### src/rtl/tomasula_types.sv
// rtl/tomasula_types.sv - shared control word, station entry, CDB types and the CDB capture helper
package tomasula_types;

  localparam int MAX_TAG_W = 8;

  typedef struct packed {
    logic [3:0] op;
    logic [3:0] fn;
  } ctl_word;

  typedef struct packed {
    logic                 rdy;
    logic [MAX_TAG_W-1:0] tag;
    logic [31:0]          val;
  } rs_src_t;

  typedef struct packed {
    logic                 busy;
    ctl_word              ctl;
    logic [MAX_TAG_W-1:0] dest;
    rs_src_t              src1;
    rs_src_t              src2;
  } rs_entry_t;

  typedef struct packed {
    logic                 valid;
    logic [MAX_TAG_W-1:0] tag;
    logic [31:0]          val;
  } cdb_t;

  // A waiting operand snoops the broadcast; an already-ready one is left alone.
  function automatic rs_src_t capture_src(input rs_src_t s, input cdb_t c);
    rs_src_t r;
    r = s;
    if (!s.rdy && c.valid && (s.tag == c.tag)) begin
      r.rdy = 1'b1;
      r.val = c.val;
    end
    return r;
  endfunction

endpackage

### src/rtl/rs_select.sv
// rtl/rs_select.sv - dispatch pick: lowest eligible index, or oldest eligible with RS_OLDEST_FIRST_EN
module rs_select #(
  parameter int  DEPTH = 4,
  localparam int IDX_W = $clog2(DEPTH)
) (
  input  logic [DEPTH-1:0]             elig,
`ifdef RS_OLDEST_FIRST_EN
  input  logic [DEPTH-1:0][IDX_W-1:0]  age,
`endif
  output logic [DEPTH-1:0]             grant,
  output logic [IDX_W-1:0]             idx,
  output logic                         any
);

`ifdef RS_OLDEST_FIRST_EN
  logic [IDX_W-1:0] best_age;
  logic             found;

  // Ages are unique ranks among busy entries, so the strict compare never ties.
  always_comb begin
    idx      = '0;
    best_age = '0;
    found    = 1'b0;
    for (int i = 0; i < DEPTH; i++) begin
      if (elig[i] && (!found || age[i] > best_age)) begin
        found    = 1'b1;
        best_age = age[i];
        idx      = IDX_W'(i);
      end
    end
  end
`else
  always_comb begin
    idx = '0;
    for (int i = DEPTH - 1; i >= 0; i--) begin
      if (elig[i]) idx = IDX_W'(i);
    end
  end
`endif

  assign any   = |elig;
  assign grant = any ? (DEPTH'(1) << idx) : '0;

endmodule

### src/rtl/reservation_station.sv
// rtl/reservation_station.sv - Tomasulo reservation station with CDB snooping; RS_OLDEST_FIRST_EN selects age-ordered dispatch
module reservation_station
  import tomasula_types::*;
#(
  parameter int DEPTH = 4,
  parameter int TAG_W = 3
) (
  input  logic             clk,
  input  logic             reset,
  input  logic             load_i,
  input  ctl_word          control_i,
  input  logic [TAG_W-1:0] rob_tag_i,
  input  logic             src1_rdy_i,
  input  logic             src2_rdy_i,
  input  logic [TAG_W-1:0] src1_tag_i,
  input  logic [TAG_W-1:0] src2_tag_i,
  input  logic [31:0]      src1_val_i,
  input  logic [31:0]      src2_val_i,
  input  logic             cdb_valid_i,
  input  logic [TAG_W-1:0] cdb_tag_i,
  input  logic [31:0]      cdb_val_i,
  output logic             empty_o,
  output logic             exe_valid_o,
  input  logic             exe_ready_i,
  output ctl_word          exe_ctl_o,
  output logic [31:0]      exe_a_o,
  output logic [31:0]      exe_b_o,
  output logic [TAG_W-1:0] exe_tag_o,
  input  logic             flush_i
);

  localparam int IDX_W = $clog2(DEPTH);

  rs_entry_t            ent_q [DEPTH];
  logic [DEPTH-1:0]     busy;
  logic [DEPTH-1:0]     elig;
  logic [DEPTH-1:0]     arb_grant;
  logic [DEPTH-1:0]     clr_mask;
  logic [IDX_W-1:0]     arb_idx;
  logic [IDX_W-1:0]     sel_idx;
  logic [IDX_W-1:0]     load_idx;
  logic [IDX_W-1:0]     lock_idx_q;
  logic                 arb_any;
  logic                 lock_q;
  logic                 do_load;
  logic                 dispatch;
  logic [MAX_TAG_W-1:0] sel_dest_unused;
  cdb_t                 cdb;
  rs_entry_t            new_ent;

  always_comb begin
    busy = '0;
    elig = '0;
    for (int i = 0; i < DEPTH; i++) begin
      busy[i] = ent_q[i].busy;
      elig[i] = ent_q[i].busy & ent_q[i].src1.rdy & ent_q[i].src2.rdy;
    end
  end

  always_comb begin
    load_idx = '0;
    for (int i = DEPTH - 1; i >= 0; i--) begin
      if (!busy[i]) load_idx = IDX_W'(i);
    end
  end

  assign empty_o  = |(~busy);
  assign do_load  = load_i & empty_o;
  assign cdb      = '{valid: cdb_valid_i, tag: MAX_TAG_W'(cdb_tag_i), val: cdb_val_i};

  always_comb begin
    new_ent           = '0;
    new_ent.busy      = 1'b1;
    new_ent.ctl       = control_i;
    new_ent.dest      = MAX_TAG_W'(rob_tag_i);
    new_ent.src1.rdy  = src1_rdy_i;
    new_ent.src1.tag  = MAX_TAG_W'(src1_tag_i);
    new_ent.src1.val  = src1_val_i;
    new_ent.src2.rdy  = src2_rdy_i;
    new_ent.src2.tag  = MAX_TAG_W'(src2_tag_i);
    new_ent.src2.val  = src2_val_i;
    new_ent.src1      = capture_src(new_ent.src1, cdb);
    new_ent.src2      = capture_src(new_ent.src2, cdb);
  end

`ifdef RS_OLDEST_FIRST_EN
  // Rank among busy entries: 0 is youngest; a departure closes the gap above it.
  logic [DEPTH-1:0][IDX_W-1:0] age_q;

  always_ff @(posedge clk) begin
    if (reset || flush_i) begin
      age_q <= '0;
    end else begin
      for (int i = 0; i < DEPTH; i++) begin
        if (do_load && load_idx == IDX_W'(i)) begin
          age_q[i] <= '0;
        end else if (busy[i]) begin
          age_q[i] <= IDX_W'(int'(age_q[i]) + int'(do_load)
                      - int'(dispatch && (age_q[i] > age_q[sel_idx])));
        end
      end
    end
  end
`endif

  rs_select #(.DEPTH(DEPTH)) u_select (
    .elig  (elig),
`ifdef RS_OLDEST_FIRST_EN
    .age   (age_q),
`endif
    .grant (arb_grant),
    .idx   (arb_idx),
    .any   (arb_any)
  );

  // A stalled offer is pinned so a newly eligible entry cannot displace it.
  assign sel_idx     = lock_q ? lock_idx_q : arb_idx;
  assign clr_mask    = lock_q ? (DEPTH'(1) << lock_idx_q) : arb_grant;
  assign exe_valid_o = lock_q | arb_any;
  assign dispatch    = exe_valid_o & exe_ready_i;

  assign sel_dest_unused = ent_q[sel_idx].dest;
  assign exe_ctl_o  = exe_valid_o ? ent_q[sel_idx].ctl      : '0;
  assign exe_a_o    = exe_valid_o ? ent_q[sel_idx].src1.val : '0;
  assign exe_b_o    = exe_valid_o ? ent_q[sel_idx].src2.val : '0;
  assign exe_tag_o  = exe_valid_o ? sel_dest_unused[TAG_W-1:0] : '0;

  always_ff @(posedge clk) begin
    if (reset || flush_i) begin
      for (int i = 0; i < DEPTH; i++) ent_q[i] <= '0;
      lock_q     <= 1'b0;
      lock_idx_q <= '0;
    end else begin
      for (int i = 0; i < DEPTH; i++) begin
        if (busy[i]) begin
          ent_q[i].src1 <= capture_src(ent_q[i].src1, cdb);
          ent_q[i].src2 <= capture_src(ent_q[i].src2, cdb);
        end
        if (dispatch && clr_mask[i]) ent_q[i].busy <= 1'b0;
        if (do_load && load_idx == IDX_W'(i)) ent_q[i] <= new_ent;
      end
      lock_q     <= exe_valid_o & ~exe_ready_i;
      lock_idx_q <= sel_idx;
    end
  end

endmodule
### config.mk
export PLATFORM = sky130hd
export DESIGN_NAME = reservation_station
export DESIGN_NICKNAME = d
export VERILOG_FILES = /design/src/rtl/tomasula_types.sv /design/src/rtl/rs_select.sv /design/src/rtl/reservation_station.sv
export SDC_FILE = /design/constraint.sdc
export NUM_CORES = 1
export LEC_CHECK = 0
export BUFFER_PORTS_ARGS = -buffer_cell sky130_fd_sc_hd__buf_4
export CAP_MARGIN = 20
export CELL_PAD_IN_SITES_DETAIL_PLACEMENT = 0
export CELL_PAD_IN_SITES_GLOBAL_PLACEMENT = 1
export CORE_MARGIN = 4
export CORE_UTILIZATION = 38
export DETAILED_ROUTE_END_ITERATION = 7
export HOLD_SLACK_MARGIN = 0.02
export PLACE_DENSITY_LB_ADDON = 0.1
export SYNTH_ARGS = -nofsm -noshare
export SYNTH_HDL_FRONTEND = slang
export SYNTH_SLANG_ARGS = --single-unit
### constraint.sdc
create_clock -name clk -period 2.9 [get_ports clk]
set_input_delay 0.29 -clock clk [delete_from_list [all_inputs] [get_ports clk]]
set_output_delay 0.29 -clock clk [all_outputs]
set_load 0.005 [all_outputs]
==> results.cfg, run 1 <==
[global_routing]
antenna_found_initial = 2
grt_use_total = 0.229
grt_pass1_vias = 12800
grt_pass1_wl_um = 84900
grt-ovfl-total = 0
grt_max_degree = 49

[logic_synthesis]
synth_area_um2 = 17300
synth-main-ff-cell = edfxtp_1
synth_nets = 1496
yosysWarningCount = 0
yosysUniqueCellTypes = 43
ys_seq_area_frac = 0.587
syn_avg_cell_area_um2 = 12.6
yosysTopAreaCell = edfxtp_1
syn_inst = 1372
ys_ff_latch = 339
synth_edf_count = 336
yosysTopAreaCellShare = 0.584
async_flop_share = 0
netlist_top_cells_area = edfxtp_1 (58%), mux4_2 (9.8%), a22o_1 (6.7%), nand2_1 (5.8%), and2_1 (4.0%)

[critical_path]
r2r_slack_ns = 0.40
r2r_end = ent_q[0][64]
critical_path_required_ns = 2.61
cp_data_arrival_time_ns = 2.73
end_kind = output port
r2r_cells = 6
path_max_fanout = 6
reg2reg_from = ent_q[0][93]
cp-start-kind = register
worstSetupPathType = reg -> out

[sta]
worst_slew_pin_slew_ns = 1.04
period_share = 1.04
max_freq_mhz = 331
fin_crit_ns = 3.02
layout_setup_ws_ns = -0.121
rsz0062_at_grt = yes
setup_violations = 75
skew_ns = 0.0103
slew_violations = 0
hold_viol = 0
slew_headroom = 0.308

[layout]
fin_area_um2 = 21800
layout-drive-gt1-share = 0.332
layout.nets = 1701
final_util = 0.489
syn2layout_area_growth_pct = 26.2
layout_common_cells = edfxtp_1 (336), nand2_1 (268), buf_4 (200)
fillers = 3933
final_common_cell = edfxtp_1

[flow_run]
drv_cap = 0

[cts]
cts_tree = yes
cts_root_buffer = clkbuf_16
cts.sinks = 339
cts_max_path_buffers = 3
path_clk_slew_ns = 0.06
clk_latency_ns = 0.56
cts_buffers = 40
h-tree-depth = 2

[drt]
firstDrtPassIters = 5
vias = 12300
routed_wl_um = 57100
drc = 0
ant_nets = 0
detail_route.wl_per_cell_um = 26.0
via_per_inst = 5.61
drtIter0Drc = 1062

[place]
place_area_um2 = 19700
portBuffers = 200
hpwl_um = 35000
gp_congestion = 0.789

[die]
core_um2 = 44600
ios = 201
fp.dieW_um = 221
die-area_um2 = 49000
fp.dieH_um = 221
rows = 77
initial_utilization = 0.388

[worst_hold_path]
hp-start = control_i[5]
min_path_cells = 2
hp-class = in -> reg
min_to = ent_q[2][90]

[pwr]
p_leak_nw = 8.71
max-vdd-ir-drop_v = 0.000430
p_sw_frac = 0.236
intPower_mw = 8.74
p_switching_mw = 2.71
power.share.clock = 0.400
seqPwrFrac = 0.506
powerDensity_nw_per_um2 = 524
p_comb_frac = 0.095

[run_status]
violations = negative setup slack
outcome = finished, violations left
metrics by stage:
step                hold WS, ns  TNS, ns  std cells  total power, mW  worst slack, ns
floorplan                 0.366    -9.46       1372             6.40           -0.148
global placement          0.518        0       2096             6.91            0.231
detailed placement        0.517        0       2096             6.92            0.202
CTS                      0.0238    -7.84       2192             11.6           -0.152
global route             0.0412   -11.47       2195             11.8           -0.204
finish                   0.0444    -5.43       2197             11.4           -0.121
power groups by stage:
stage | clock network (mW) | logic (mW) | registers, mW
4_1_cts | 4.69 | 1.08 | 5.79
2_1_floorplan | 0 | 0.551 | 5.85
6_report | 4.58 | 1.08 | 5.78
3_3_place_gp | 0 | 1.03 | 5.88
5_1_grt | 4.86 | 1.17 | 5.81
3_5_place_dp | 0 | 1.03 | 5.89
area by class of cell:
type                       count  area [um2]  share of cell area
multi-input combinational    887        6700               0.307
timing repair buffer         306        3060               0.140
clock buffer                  52        1070              0.0489
antenna                        3        7.51            0.000344
sequential                   339       10100               0.465
inverter                       3        11.3            0.000516
clock inverter                15        76.3             0.00350
tap                          592         741              0.0340
repair_timing:
action	in CTS	in global routing
setup buffers	14	0
endpoints found under the setup margin	75	75
hold endpoints to repair	11	0
pin swaps	4	1
hold buffers	8	0
cloned	8	1
resized for setup	126	21
Yosys cell counts (all sizes together), types with 3 or more instances:
cell type,count
edfxtp,336
nand2,269
a21oi,132
a22o,132
and2,110
buf,89
mux4,75
clkbuf,54
and3,37
xor2,19
nor2,15
nor3,15
nand2b,11
xnor2,11
o21ai,10
nand3,8
a21o,7
nand3b,6
a31oi,4
nor3b,4
a211oi,3
a31o,3
dfxtp,3
inv,3
nor2b,3
or3,3
kinds of logic (layout without fill, tap and decap cells):
kind of cell,after synthesis,count (layout),synth area share
muxes,76,76,0.0983
DFF,339,339,0.587
and+or+nand+nor,487,487,0.137
other,0,3,0
AOI/OAI and AO/OA,294,294,0.117
buffers and inverters,146,376,0.0455
xor gates and xnor gates,30,30,0.0152
critical path: stages (launching register included):
cell and delay [ns]:
edfxtp_1 0.41, a31oi_2 0.24, nand2_2 0.10, o21ai_4 0.15, buf_12 0.15, buf_12 0.14
buf_16 0.14, mux4_2 0.54, and2_4 0.18, buf_6 0.11
how the worst max path moves through the flow:
stage	startpoint	endpoint	slack (ns)	cells past startpoint
after floorplan	flush_i	ent_q[0][0]	-0.15	5
after global routing	ent_q[0][93]	exe_b_o[14]	-0.20	9
after detailed placement	ent_q[0][40]	exe_b_o[2]	0.20	7
after global placement	ent_q[0][40]	exe_b_o[2]	0.23	7
final	ent_q[0][40]	exe_a_o[0]	-0.12	9
after CTS	ent_q[0][81]	exe_b_o[14]	-0.15	9
sequential cells by signal, summed over array words and instances (netlist names):
name,count
lock_q,1
ent_q,336
lock_idx_q,2
metal layers:
layer  vias to the layer above  routed length, um  GRT usage
li1                       5530                  -          -
met1                      6177              23800      0.315
met2                       539              28100      0.385
met3                        73               4050     0.0350
met4                         2               1130     0.0580
met5                         -                 13          0
Note: power is estimated with default switching activity, not from simulation.
==> inputs of run 2 (changes only) <==
--- a/config.mk
+++ b/config.mk
@@ -16,4 +16,5 @@
 export PLACE_DENSITY_LB_ADDON = 0.1
 export SYNTH_ARGS = -nofsm -noshare
 export SYNTH_HDL_FRONTEND = slang
+export SYNTH_HIERARCHICAL = 1
 export SYNTH_SLANG_ARGS = --single-unit
==> run 2 against run 1 <==
The flow still finishes with violations (negative setup slack). Clock skew grew 0.012 ns. Final cell count shrank 3.3%. Wire length grew 1.0%. Fmax shrank 2.2%. Global-route usage grew 0.92 points.
==> results.cfg, run 2 <==
[run_status]
outcome = finished, violations left
violations = negative setup slack

[logic_synthesis]
ys_seq_area_frac = 0.596
synth-main-ff-cell = edfxtp_1
yosysTopAreaCellShare = 0.593
synth_edf_count = 336
synth_area_um2 = 17000
syn_avg_cell_area_um2 = 13.3
ys_ff_latch = 339
netlist_top_cells_area = edfxtp_1 (59%), mux4_2 (9.9%), a22o_1 (6.6%), and2_1 (4.9%), o21ai_0 (3.8%)
yosysUniqueCellTypes = 50
synthMostInstantiatedCell = edfxtp_1
synth_nets = 1406
yosysWarningCount = 6
yosysTopAreaCell = edfxtp_1
synthTopCellsByCount = edfxtp_1 (336), nand2_1 (140), and2_1 (133), o21ai_0 (130), a22o_1 (128)
async_flop_share = 0
syn_inst = 1282

[place]
portBuffers = 200
hpwl_um = 35300
place_area_um2 = 19600
gp_congestion = 0.795

[critical_path]
r2r_cells = 6
end_kind = output port
critical_path_required_ns = 2.61
critPathBufInv = 3
path_max_fanout = 13
cpPeakStageDelay_ns = 0.51
crit_slowest_cell = mux4_2
r2r_end = ent_q[2][0]
cp_common_cell = buf_4
worstSetupPathType = reg -> out
reg2reg_from = ent_q[2][40]
critical_path.top_delay_family = multiplexers
cp_data_arrival_time_ns = 2.80
r2r_slack_ns = 0.49
cp-start-kind = register
cp_cell_sequence = and3_4 -> nand2b_4 -> a21oi_4 -> mux2i_4 -> buf_4 -> buf_16 -> mux4_2 -> and2_1 -> buf_4

[sta]
hold_viol = 0
worst_slew_pin_slew_ns = 0.735
skew_ns = 0.0223
rsz0062_at_grt = yes
slew_violations = 0
setup_violations = 75
max_freq_mhz = 324
fin_crit_ns = 3.09
layout_setup_ws_ns = -0.190
slew_headroom = 0.506
whs_ns = 0.0489
period_share = 1.07

[layout]
fillers = 3917
syn2layout_area_growth_pct = 26.0
layout-drive-gt1-share = 0.326
final_util = 0.485
final_common_cell = edfxtp_1
regMostFlops = ent_q
largest_reg_flops = 336
layout.nets = 1626
largest_registers = ent_q (336), lock_idx_q (2), lock_q (1)
fin_area_um2 = 21500
layout_common_cells = edfxtp_1 (336), buf_4 (215), nand2_1 (140)

[cts]
cts_tree = yes
cts.sinks = 339
path_clk_slew_ns = 0.06
cts_buffers = 39
cts_root_buffer = clkbuf_16
cts_max_path_buffers = 3
h-tree-depth = 2
clk_latency_ns = 0.55

[die]
core_um2 = 44200
fp.dieW_um = 220
initial_utilization = 0.385
rows = 77
ios = 201
fp.dieH_um = 220
die-area_um2 = 48300

[global_routing]
grt_pass1_vias = 12500
grt_use_total = 0.238
grt-ovfl-total = 0
grt_max_degree = 65
antenna_found_initial = 4
grt_pass1_wl_um = 84300

[drt]
routed_wl_um = 57700
drc = 0
detail_route.wl_per_cell_um = 27.2
firstDrtPassIters = 5
ant_nets = 0
drtIter0Drc = 1040
via_per_inst = 5.76
vias = 12200

[worst_hold_path]
min_to = ent_q[0][48]
min_path_cells = 3
hp-class = in -> reg
hp-start = src1_val_i[7]

[pwr]
p_leak_nw = 8.41
max-vdd-ir-drop_v = 0.000333
powerDensity_nw_per_um2 = 539

[flow_run]
drv_cap = 0
==> run 2: cell count changes after synthesis, moves of 6 or more <==
| cell | delta |
|---|---|
| nand3_1 | +22 |
| a21oi_1 | -129 |
| o21ai_0 | +121 |
| nand4_1 | +38 |
| buf_4 | -29 |
| nor4_1 | +6 |
| and2_1 | +23 |
| nor3_1 | -11 |
| and3_1 | -15 |
| nand2_1 | -129 |
==> run 2: layer usage <==
metal  vias to the layer above  track usage  part of all wire
li1                       5405            -                 -
met5                         -            0                 0
met4                         0       0.0571             0.016
met2                       568        0.391              0.48
met1                      6203        0.332              0.43
met3                        72       0.0447             0.076
==> run 2: kinds of logic (layout without fill, tap and decap cells) <==
family                    Yosys count  in the layout  share of synthesized area
muxes                              79             79                      0.102
buffers and inverters             124            372                     0.0373
and+or+nand+nor                   417            417                      0.131
other                               0              3                          0
DFF                               339            339                      0.596
AOI/OAI and AO/OA                 293            293                      0.119
xor gates and xnor gates           30             30                     0.0154
==> run 2: worst min-delay path: stages <==
cell     delay (ns)
buf_4          0.10
nand2_1        0.04
o21ai_0        0.06
==> run 2: layout make-up <==
class | instances | area [um2] | share of cell area
flip-flops and latches | 339 | 10100 | 0.473
multi-input cells | 819 | 6540 | 0.305
repair buffers | 297 | 2810 | 0.131
clock buffers | 47 | 1010 | 0.0469
well taps | 592 | 741 | 0.0345
clock inverters | 22 | 174 | 0.00811
inverters | 6 | 23.8 | 0.00111
diodes | 3 | 7.51 | 0.000350
==> run 2: power by group <==
group,switching (mW),leakage (nW),internal [mW]
combinational,0.603,4.03,0.451
clock,1.98,0.579,2.73
sequential,0.0918,3.80,5.72
total,2.67,8.41,8.90
==> run 2: repair_timing <==
action,CTS,global route
pin swaps,10,2
buffers inserted,17,5
gates cloned,6,0
hold endpoints to repair,2,0
resized for setup,86,42
setup endpoints to repair,75,75
hold buffers,2,0
==> run 2: worst max-delay path by stage <==
stage	start	cells after the start	to	slack [ns]
after floorplan	cdb_tag_i[2]	5	ent_q[0][0]	-0.07
after global routing	ent_q[2][40]	9	exe_a_o[1]	-0.27
after detailed placement	ent_q[2][40]	9	exe_b_o[23]	0.22
after CTS	ent_q[2][93]	10	exe_a_o[12]	-0.24
final	ent_q[2][40]	9	exe_a_o[29]	-0.19
after global placement	ent_q[2][81]	9	exe_a_o[23]	0.25
==> run 2: metrics by stage <==
step	setup slack (ns)	TNS (ns)	total power, mW	instances
after CTS	-0.240	-14.10	11.6	2121
after global placement	0.253	0	6.93	2027
after detailed placement	0.222	0	6.93	2027
after floorplan	-0.0705	-4.51	6.36	1282
final	-0.190	-9.81	11.6	2125
after global routing	-0.268	-15.27	11.9	2125
==> inputs of run 3 (changes only) <==
--- a/config.mk
+++ b/config.mk
@@ -5,6 +5,7 @@
 export SDC_FILE = /design/constraint.sdc
 export NUM_CORES = 1
 export LEC_CHECK = 0
+export ABC_AREA = 1
 export BUFFER_PORTS_ARGS = -buffer_cell sky130_fd_sc_hd__buf_4
 export CAP_MARGIN = 20
 export CELL_PAD_IN_SITES_DETAIL_PLACEMENT = 0
==> run 3 against run 2 <==
The flow still finishes with violations (negative setup slack). Non-clock buffer count is 95 higher. Sequential share of layout area decreased by 5.5 points. Hold slack better by 0.0056 ns. Clock skew grew 0.0077 ns. Fmax grew 2.7%. Global-route usage grew 3.4 points. First-iteration DRC count up 28%. Die area rose by 6.6%. Flip-flop and latch count unchanged. Critical path type is now reg -> reg. Largest power group unchanged.
==> results.cfg, run 3 <==
[cts]
clk_latency_ns = 0.58
path_clk_slew_ns = 0.06
h-tree-depth = 2
cts_max_path_buffers = 3
cts_root_buffer = clkbuf_16
cts_tree = yes
cts.sinks = 339
cts_buffers = 39

[layout]
final_util = 0.517
fillers = 4319
multi_input_area_um2 = 7530
layout_common_cells = nand2_1 (357), edfxtp_1 (336), buf_4 (309)
largest_reg_flops = 336
final_common_cell = nand2_1
layout.nets = 2509
largest_registers = ent_q (336), lock_idx_q (2), lock_q (1)
regArea_um2 = 10100
syn2layout_area_growth_pct = 33.6
fin_cells = 3021
regMostFlops = ent_q
layout-drive-gt1-share = 0.275

[drt]
drtIter0Drc = 1333
routed_wl_um = 74100
firstDrtPassIters = 7
drc = 0
ant_nets = 0
detail_route.wl_per_cell_um = 24.5
via_per_inst = 5.65
vias = 17100

[sta]
skew_ns = 0.0301
whs_ns = 0.0545
hold_viol = 0
max_freq_mhz = 332
slew_violations = 0
worst_slew_pin_slew_ns = 1.10
layout_setup_ws_ns = -0.109
rsz0062_at_grt = yes
slew_headroom = 0.269
setup_violations = 33
period_share = 1.04
fin_crit_ns = 3.01

[logic_synthesis]
synth_area_um2 = 18200
yosysTopAreaCell = edfxtp_1
synth_edf_count = 336
synthMostInstantiatedCell = nand2_1
yosysTopAreaCellShare = 0.555
yosysUniqueCellTypes = 28
ys_ff_latch = 339
async_flop_share = 0
synthTopCellsByCount = nand2_1 (365), edfxtp_1 (336), nor2_1 (268), a21oi_1 (209), o21ai_0 (209)
syn_avg_cell_area_um2 = 8.69
yosysWarningCount = 6
syn_inst = 2092
synth_nets = 2216
ys_seq_area_frac = 0.558
netlist_top_cells_area = edfxtp_1 (55%), nand2_1 (7.5%), a21oi_1 (5.8%), o21ai_0 (5.8%), nand3_1 (5.7%)
synth-main-ff-cell = edfxtp_1

[worst_hold_path]
hp-class = in -> reg

[pwr]
p_leak_nw = 10.3
total_power_mw = 11.8
max-vdd-ir-drop_v = 0.000311
powerDensity_nw_per_um2 = 487

[place]
portBuffers = 200
gp_congestion = 0.826
pre_cts_ws_ns = 0.213
hpwl_um = 39700
place_inst = 2820

[die]
initial_utilization = 0.387
fp.dieW_um = 227
ios = 201
fp.dieH_um = 227
core_um2 = 47000
rows = 79
die-area_um2 = 51400

[critical_path]
cpPeakStageDelay_ns = 0.41
worstSetupPathType = reg -> reg
cp_common_cell = buf_4
crit_slowest_cell = edfxtp_1
cp-start-kind = register
critical_path_required_ns = 3.17
path_max_fanout = 2
cp_data_arrival_time_ns = 3.28
end_kind = register
cp_cell_sequence = inv_2 -> nor3_4 -> inv_2 -> nand2_2 -> buf_4 -> buf_4 -> buf_4 -> buf_4 -> buf_4 -> buf_4 -> buf_4 -> buf_4 -> buf_4 -> buf_4 -> buf_4 -> buf_4 -> buf_4 -> nor2_4 -> nand2_1 -> nand2_1 -> nand2_2 -> nand2_2

[global_routing]
grt_pass1_vias = 16700
grt_use_total = 0.273
grt_pass1_wl_um = 104000
use_met3 = 0.0488
grt-ovfl-total = 0
antenna_found_initial = 4
grt_max_degree = 82
grt.busiest_layer = met2
use_met1 = 0.359
use_met2 = 0.451

[run_status]
violations = negative setup slack
outcome = finished, violations left

[flow_run]
drv_cap = 0
[run 3: cell types whose count changed after synthesis, sizes merged, moves of 74 or more]
cell	change
nor2	+263
mux4	-75
a22o	-128
o21ai	+81
and2	-133
o211ai	+74
a21oi	+207
inv	+160
nand3	+179
nand2	+227
[run 3: report_power, final]
group,internal (mW),total [mW],switching [mW]
clock,2.66,4.70,2.05
sequential,5.70,5.80,0.0999
combinational,0.460,1.33,0.869
[run 3: cells by family after synthesis]
family / after synthesis / share of synthesized area
compound gates: 502 / 0.149
xor+xnor: 2 / 0.000963
buf+inv: 307 / 0.0695
flops: 339 / 0.558
simple gates: 942 / 0.223
[run 3: path summary, 6_finish.rpt]
check,end,cells past startpoint,from,slack [ns]
worst max-delay path,ent_q[3][93],22,ent_q[2][93],-0.11
worst min-delay path,ent_q[1][17],3,cdb_val_i[17],0.05
worst max register to register,ent_q[3][93],22,ent_q[2][93],-0.11
worst min register to register,ent_q[3][40],4,ent_q[3][40],0.68
[run 3: final cells by class]
class	count	share of cell area
repair buffers	392	0.166
inverters	165	0.0262
clock inverters	19	0.00469
flip-flops and latches	339	0.418
clock buffers	49	0.0435
diodes	2	0.000206
multi-input cells	1446	0.310
well taps	607	0.0313
repair inverters	2	0.000721
[run 3: metal layers]
layer | vias to the layer above | part of all wire
li1 | 7812 | -
met2 | 831 | 0.47
met5 | - | 0.00016
met1 | 8222 | 0.41
met4 | 2 | 0.038
met3 | 190 | 0.081
[run 3: worst max-delay path, delay by kind of cell, from the launching register on]
family	cells	cell delay (ns)
buf+inv	15	1.84
simple gates	7	0.47
flops	1	0.41
[run 3: repair_timing]
action | in CTS | in global routing
gates cloned | 18 | 16
setup endpoints to repair | 75 | 79
endpoints found under the hold margin | 1 | 0
resized for setup | 102 | 202
hold buffers | 1 | 0
setup buffers | 83 | 19
pin swaps | 43 | 73
[run 3: per-stage QoR]
stage,instance area (um2),setup TNS (ns)
after floorplan,18200,0
after global placement,20700,0
after detailed placement,20700,0
after CTS,23300,-0.726
after global routing,24300,-8.36
final,24300,-0.967
